## src/rtl/hazard_controller_if.sv

```systemverilog
// Hazard controller bundle: ID/EX/MEM status in, pipeline control and
// event counters out.
interface hazard_controller_if;
    logic [15:0] id_instruction;
    logic        id_valid;
    logic        ex_MemRead;
    logic [2:0]  ex_rt;
    logic        mem_branch_taken;
    logic        mem_busy;
    logic        pc_write;
    logic        ifid_write;
    logic        idex_bubble;
    logic        pipe_hold;
    logic        ifid_flush;
    logic        idex_flush;
    logic        exmem_flush;
    logic [1:0]  state;
    logic [15:0] stall_count;
    logic [15:0] flush_count;

    modport master (
        output id_instruction, id_valid, ex_MemRead, ex_rt,
        output mem_branch_taken, mem_busy,
        input  pc_write, ifid_write, idex_bubble, pipe_hold,
        input  ifid_flush, idex_flush, exmem_flush,
        input  state, stall_count, flush_count
    );

    modport slave (
        input  id_instruction, id_valid, ex_MemRead, ex_rt,
        input  mem_branch_taken, mem_busy,
        output pc_write, ifid_write, idex_bubble, pipe_hold,
        output ifid_flush, idex_flush, exmem_flush,
        output state, stall_count, flush_count
    );
endinterface

```

## src/rtl/hazard_controller.sv

```systemverilog
// Load-use stall, memory-wait hold and taken-branch flush control
// for a 5-stage pipeline, with saturating stall/flush counters.
module hazard_controller #(
    parameter int         LOAD_STALL_CYCLES = 1,
    parameter logic [7:0] RT_SRC_MASK       = 8'b0001_1001
) (
    input logic clk,
    input logic reset_n,
    hazard_controller_if.slave hz
);
    typedef enum logic [1:0] {
        RUN    = 2'b00,
        LSTALL = 2'b01,
        MWAIT  = 2'b10
    } state_e;

    localparam logic [1:0] LOAD_CNT = 2'(LOAD_STALL_CYCLES - 1);
    localparam bit         MULTI    = (LOAD_STALL_CYCLES > 1);

    state_e      state_q, state_n;
    state_e      ret_q, ret_n;
    state_e      eff_state;
    logic [1:0]  cnt_q, cnt_n;
    logic [15:0] stall_q, flush_q;
    logic [2:0]  opcode, rs, rt;
    logic        hazard;
    logic        pc_write, ifid_write, idex_bubble, pipe_hold, flush;
    logic        unused_bits;

    assign opcode      = hz.id_instruction[15:13];
    assign rs          = hz.id_instruction[12:10];
    assign rt          = hz.id_instruction[9:7];
    assign unused_bits = ^hz.id_instruction[6:0];

    assign hazard = hz.id_valid & hz.ex_MemRead &
                    ((hz.ex_rt == rs) |
                     (RT_SRC_MASK[opcode] & (hz.ex_rt == rt)));

    // After a memory wait, resume whatever state was interrupted.
    assign eff_state = (state_q == MWAIT) ? ret_q : state_q;

    always_comb begin
        pc_write    = 1'b1;
        ifid_write  = 1'b1;
        idex_bubble = 1'b0;
        pipe_hold   = 1'b0;
        flush       = 1'b0;
        state_n     = state_q;
        ret_n       = ret_q;
        cnt_n       = cnt_q;
        if (!reset_n) begin
            state_n = RUN;
        end else if (hz.mem_busy) begin
            pc_write   = 1'b0;
            ifid_write = 1'b0;
            pipe_hold  = 1'b1;
            state_n    = MWAIT;
            if (state_q != MWAIT)
                ret_n = state_q;
        end else if (hz.mem_branch_taken) begin
            flush   = 1'b1;
            state_n = RUN;
            ret_n   = RUN;
            cnt_n   = 2'd0;
        end else if (eff_state == LSTALL) begin
            pc_write    = 1'b0;
            ifid_write  = 1'b0;
            idex_bubble = 1'b1;
            cnt_n       = cnt_q - 2'd1;
            state_n     = (cnt_q == 2'd1) ? RUN : LSTALL;
        end else if (hazard) begin
            pc_write    = 1'b0;
            ifid_write  = 1'b0;
            idex_bubble = 1'b1;
            if (MULTI) begin
                state_n = LSTALL;
                cnt_n   = LOAD_CNT;
            end else begin
                state_n = RUN;
            end
        end else begin
            state_n = RUN;
        end
    end

    always_ff @(posedge clk or negedge reset_n) begin
        if (!reset_n) begin
            state_q <= RUN;
            ret_q   <= RUN;
            cnt_q   <= 2'd0;
            stall_q <= 16'd0;
            flush_q <= 16'd0;
        end else begin
            state_q <= state_n;
            ret_q   <= ret_n;
            cnt_q   <= cnt_n;
            if (!pc_write && stall_q != 16'hFFFF)
                stall_q <= stall_q + 16'd1;
            if (flush && flush_q != 16'hFFFF)
                flush_q <= flush_q + 16'd1;
        end
    end

    assign hz.pc_write    = pc_write;
    assign hz.ifid_write  = ifid_write;
    assign hz.idex_bubble = idex_bubble;
    assign hz.pipe_hold   = pipe_hold;
    assign hz.ifid_flush  = flush;
    assign hz.idex_flush  = flush;
    assign hz.exmem_flush = flush;
    assign hz.state       = state_q;
    assign hz.stall_count = stall_q;
    assign hz.flush_count = flush_q;
endmodule

```

## src/flat_wrapper.sv

```systemverilog
// flat-port wrapper written by rule: the top's interface ports become plain ports
module hazard_controller_flat 
#(
    parameter int         LOAD_STALL_CYCLES = 1,
    parameter logic [7:0] RT_SRC_MASK       = 8'b0001_1001
)
  (clk, reset_n, hz_id_instruction, hz_id_valid, hz_ex_MemRead, hz_ex_rt, hz_mem_branch_taken, hz_mem_busy, hz_pc_write, hz_ifid_write, hz_idex_bubble, hz_pipe_hold, hz_ifid_flush, hz_idex_flush, hz_exmem_flush, hz_state, hz_stall_count, hz_flush_count);
  hazard_controller_if hz_i ();
  input logic clk;
  input logic reset_n;
  input wire logic [$bits(hz_i.id_instruction)-1:0] hz_id_instruction;
  input wire logic [$bits(hz_i.id_valid)-1:0] hz_id_valid;
  input wire logic [$bits(hz_i.ex_MemRead)-1:0] hz_ex_MemRead;
  input wire logic [$bits(hz_i.ex_rt)-1:0] hz_ex_rt;
  input wire logic [$bits(hz_i.mem_branch_taken)-1:0] hz_mem_branch_taken;
  input wire logic [$bits(hz_i.mem_busy)-1:0] hz_mem_busy;
  output wire logic [$bits(hz_i.pc_write)-1:0] hz_pc_write;
  output wire logic [$bits(hz_i.ifid_write)-1:0] hz_ifid_write;
  output wire logic [$bits(hz_i.idex_bubble)-1:0] hz_idex_bubble;
  output wire logic [$bits(hz_i.pipe_hold)-1:0] hz_pipe_hold;
  output wire logic [$bits(hz_i.ifid_flush)-1:0] hz_ifid_flush;
  output wire logic [$bits(hz_i.idex_flush)-1:0] hz_idex_flush;
  output wire logic [$bits(hz_i.exmem_flush)-1:0] hz_exmem_flush;
  output wire logic [$bits(hz_i.state)-1:0] hz_state;
  output wire logic [$bits(hz_i.stall_count)-1:0] hz_stall_count;
  output wire logic [$bits(hz_i.flush_count)-1:0] hz_flush_count;
  assign hz_i.id_instruction = hz_id_instruction;
  assign hz_i.id_valid = hz_id_valid;
  assign hz_i.ex_MemRead = hz_ex_MemRead;
  assign hz_i.ex_rt = hz_ex_rt;
  assign hz_i.mem_branch_taken = hz_mem_branch_taken;
  assign hz_i.mem_busy = hz_mem_busy;
  assign hz_pc_write = hz_i.pc_write;
  assign hz_ifid_write = hz_i.ifid_write;
  assign hz_idex_bubble = hz_i.idex_bubble;
  assign hz_pipe_hold = hz_i.pipe_hold;
  assign hz_ifid_flush = hz_i.ifid_flush;
  assign hz_idex_flush = hz_i.idex_flush;
  assign hz_exmem_flush = hz_i.exmem_flush;
  assign hz_state = hz_i.state;
  assign hz_stall_count = hz_i.stall_count;
  assign hz_flush_count = hz_i.flush_count;
  hazard_controller #(.LOAD_STALL_CYCLES(LOAD_STALL_CYCLES), .RT_SRC_MASK(RT_SRC_MASK)) u_core (.clk(clk), .reset_n(reset_n), .hz(hz_i));
endmodule
```

## config.mk

```make
export PLATFORM = sky130hd
export DESIGN_NAME = hazard_controller_flat
export DESIGN_NICKNAME = d
export VERILOG_FILES = /design/src/rtl/hazard_controller_if.sv /design/src/rtl/hazard_controller.sv /design/src/flat_wrapper.sv
export SDC_FILE = /design/constraint.sdc
export NUM_CORES = 1
export LEC_CHECK = 0
export ABC_CLOCK_PERIOD_IN_PS = 5400
export BUFFER_PORTS_ARGS = -buffer_cell sky130_fd_sc_hd__buf_4
export CAP_MARGIN = 20
export CORE_ASPECT_RATIO = 0.7
export CORE_MARGIN = 5
export CORE_UTILIZATION = 50
export CTS_CLUSTER_DIAMETER = 40
export DETAILED_ROUTE_END_ITERATION = 6
export GPL_TIMING_DRIVEN = 0
export MAX_ROUTING_LAYER = met4
export PLACE_DENSITY = 0.84
export SLEW_MARGIN = 20
export SYNTH_ARGS = -nofsm -noshare
export SYNTH_HDL_FRONTEND = slang
export SYNTH_SLANG_ARGS = --single-unit
```

## constraint.sdc

```tcl
create_clock -name clk -period 5.4 [get_ports clk]
set_clock_uncertainty 0.2 [all_clocks]
set_input_delay 1.62 -clock clk [delete_from_list [all_inputs] [get_ports clk]]
set_output_delay 1.62 -clock clk [all_outputs]
set_load 0.01 [all_outputs]
```

==> impl_metrics.yaml <==
global_routing:
  grt_max_degree: 47
  grt_pass1_vias: 1548
  grt_pass1_wl_um: 7314
  track_usage: 0.1749
  overflow: 0
  grt_antenna_before_repair: 0
worst_setup_path:
  cpMaxStageDelayCell: "a2111oi_2"
  max_stage_delay_ns: 0.37
  critPathKind: "input port to output pin"
  start_kind: "input port"
  required_ns: 3.58
  cp.arrival_ns: 3.42
  worst-path-buf-inv: 5
  crit_chain: "buf_4 -> inv_1 -> ha_1 -> or2_0 -> a2111oi_2 -> a31oi_1 -> a2bb2oi_2 -> buf_6 -> buf_4 -> buf_4"
  crit_path_frequent_cell: "buf_4"
  crit_family: "compound AO/OA/AOI/OAI gates"
  crit_path_max_fanout: 11
  cp-end-kind: "output pin"
die:
  core_region_area_um2: 3875
  io_pins: 66
  die_w_um: 85.44
  start_util: 0.5140
  die_area_um2: 5366
  die_height_um: 62.81
  rows: 19
synth:
  async_flop_share: 1.000
  syn_inst: 192
  synth_nets: 221
  syn_area_per_cell_um2: 10.37
  ys_types: 36
  ys_warn_count: 0
  syn_area_um2: 1992
  synth-seq-cells: 38
  seq_area_frac_synth: 0.4774
  synth-edff-count: 0
  synthFlopType: "dfrtp_1"
sta:
  tightest_slew_ns: 0.7011
  drv_slew: 0
  period_minus_slack_ns: 5.241
  tns_ns: 0
  grt_setup_unrepaired: "no"
  finalCritPeriodShare: 0.9705
  maxSlewHeadroom: 0.5309
  hold_viol_final: 0
  fmax_ghz: 0.1908
  setup_viol: 0
placement:
  place_inst: 301
  gp_congestion: 0.8075
  io_buffer_count: 57
  dp_hpwl_um: 3195
clocking:
  ctsHtreeMaxLevel: 2
  tritoncts: "built"
  clock_sinks: 38
  postCtsHoldBufs: 0
  cts_setup_buffers: 0
  cts_buffers: 5
  clock_latency_ns: 0.29
  clockBufferDepth: 2
  root_buffer: "clkbuf_8"
  ctsResizeCount: 0
  path_clk_slew_ns: 0.07
final_layout:
  num_antenna_cells: 0
  drive_gt1_frac: 0.3059
  syn2layout_area_growth_pct: 28.89
  fin_cells: 307
  nets: 285
pwr:
  power_leakage_uw: 0.001199
  total_power_uw: 789.8
  power.density_nw_per_um2: 307.6
  irDropWorstVdd_mv: 0.2342
drt:
  wire_per_inst_um: 13.70
  drc_errors: 0
  vias: 1599
  viasPerCell: 5.208
  drtPass1Iterations: 4
  drt_iter0_drc: 51
  wirelength_um: 4207
  drt.antenna.violating_nets: 0
status:
  run_status: "complete, no violations"
min_path:
  hold_path.class: "register to register"
run:
  cap_violations: 0
==> synth_stat cells, types with 4 or more instances <==
library cell / number / area [µm²]
a21oi_1: 7 / 35.03
dfrtp_1: 38 / 950.9
ha_1: 4 / 50.05
inv_1: 5 / 18.77
mux2_2: 5 / 56.30
nand2_1: 24 / 90.09
nand3_1: 9 / 45.04
nand4_1: 5 / 31.28
nor2_1: 9 / 33.78
nor3_1: 10 / 50.05
o21ai_0: 5 / 25.02
xnor2_1: 13 / 113.9
xor2_1: 19 / 166.4
==> per-layer routing <==
metal / up-vias / wire length, µm / global-route usage
met1: 762 / 2025 / 0.2433
met4: 0 / 77 / 0.04743
met2: 38 / 1871 / 0.2403
met3: 6 / 233 / 0.06324
li1: 793 / - / -
met5: - / 0 / -
==> cells in the final DEF, fill, tap and decap left out, types with 2 or more instances in the layout <==
cell type	n
buf_4	60
dfrtp_1	38
nand2_1	24
xor2_1	19
xnor2_1	13
nor3_1	10
nor2_1	9
nand3_1	9
a21oi_1	7
clkbuf_8	6
inv_1	5
nand4_1	5
mux2_2	5
o21ai_0	5
ha_1	4
nor4_1	3
nand3b_1	3
and3_1	3
clkbuf_1	2
nor2b_1	2
a31oi_1	2
nand2b_1	2
nor4_4	2
nor3b_1	2
nor4b_1	2
a22o_1	2
==> kinds of logic (layout without fill, tap and decap cells) <==
kind of cell               count (synthesis)  count (layout)  share of synthesized area
buffers and inverters                     11              74                    0.03015
DFF                                       38              38                     0.4774
adders and majority gates                  4               4                    0.02513
xor gates and xnor gates                  32              32                     0.1407
AOI/OAI and AO/OA                         21              21                    0.07223
and+or+nand+nor                           81              81                     0.2261
muxes                                      5               5                    0.02826
==> power breakdown <==
part           switching (µW)  internal, µW  leakage (µW)
combinational            89.7           111      0.000660
sequential               66.6           331      0.000495
clock                    93.1          98.4     0.0000431
==> final timing paths <==
check	slack [ns]	end	start	depth (start not counted)
max	0.16	hz_pc_write	hz_id_instruction[13]	10
min	0.30	u_core.hz.stall_count[13]	u_core.hz.stall_count[13]	1
max reg2reg	3.05	u_core.hz.stall_count[1]	u_core.hz.stall_count[0]	7
min reg2reg	0.30	u_core.hz.stall_count[13]	u_core.hz.stall_count[13]	1
max in group asynchronous	3.52	u_core.hz.flush_count[15]	reset_n	1
min in group asynchronous	1.11	u_core.hz.flush_count[4]	reset_n	1
==> final cells by class <==
cell class | count | area, µm²
Sequential cell | 38 | 950.9
Tap cell | 52 | 65.06
Fill cell | 316 | 1308
Multi-Input combinational cell | 143 | 980.9
Inverter | 5 | 18.77
Buffer | 6 | 41.29
Timing Repair Buffer | 57 | 427.9
Clock buffer | 6 | 82.58
==> state kept, by name, indices dropped and copies added, names as in the netlist <==
register and cells:
u_core.hz.flush_count 16, u_core.hz.state 2, u_core.cnt_q 2, u_core.hz.stall_count 16, u_core.ret_q 2
==> per-stage QoR <==
| stage | setup slack (ns) | hold slack (ns) | cell area, µm² | utilization |
|---|---|---|---|---|
| CTS | 0.1465 | 0.2996 | 2567 | 0.6626 |
| global placement | 0.1904 | 0.2807 | 2485 | 0.6413 |
| floorplan | 0.4808 | 0.2676 | 1992 | - |
| detailed placement | 0.1469 | 0.2899 | 2485 | 0.6413 |
| finish | 0.1592 | 0.3020 | 2567 | 0.6626 |
| global route | 0.05178 | 0.3129 | 2567 | 0.6626 |
==> worst register-to-register path, delay by kind of cell (launching register included) <==
kind                       cells  cell delay, ns
adders and majority gates      1            0.18
DFF                            1            0.42
muxes                          1            0.31
and+or+nand+nor                5            1.13
No activity file was read; power rests on OpenSTA's default activity.
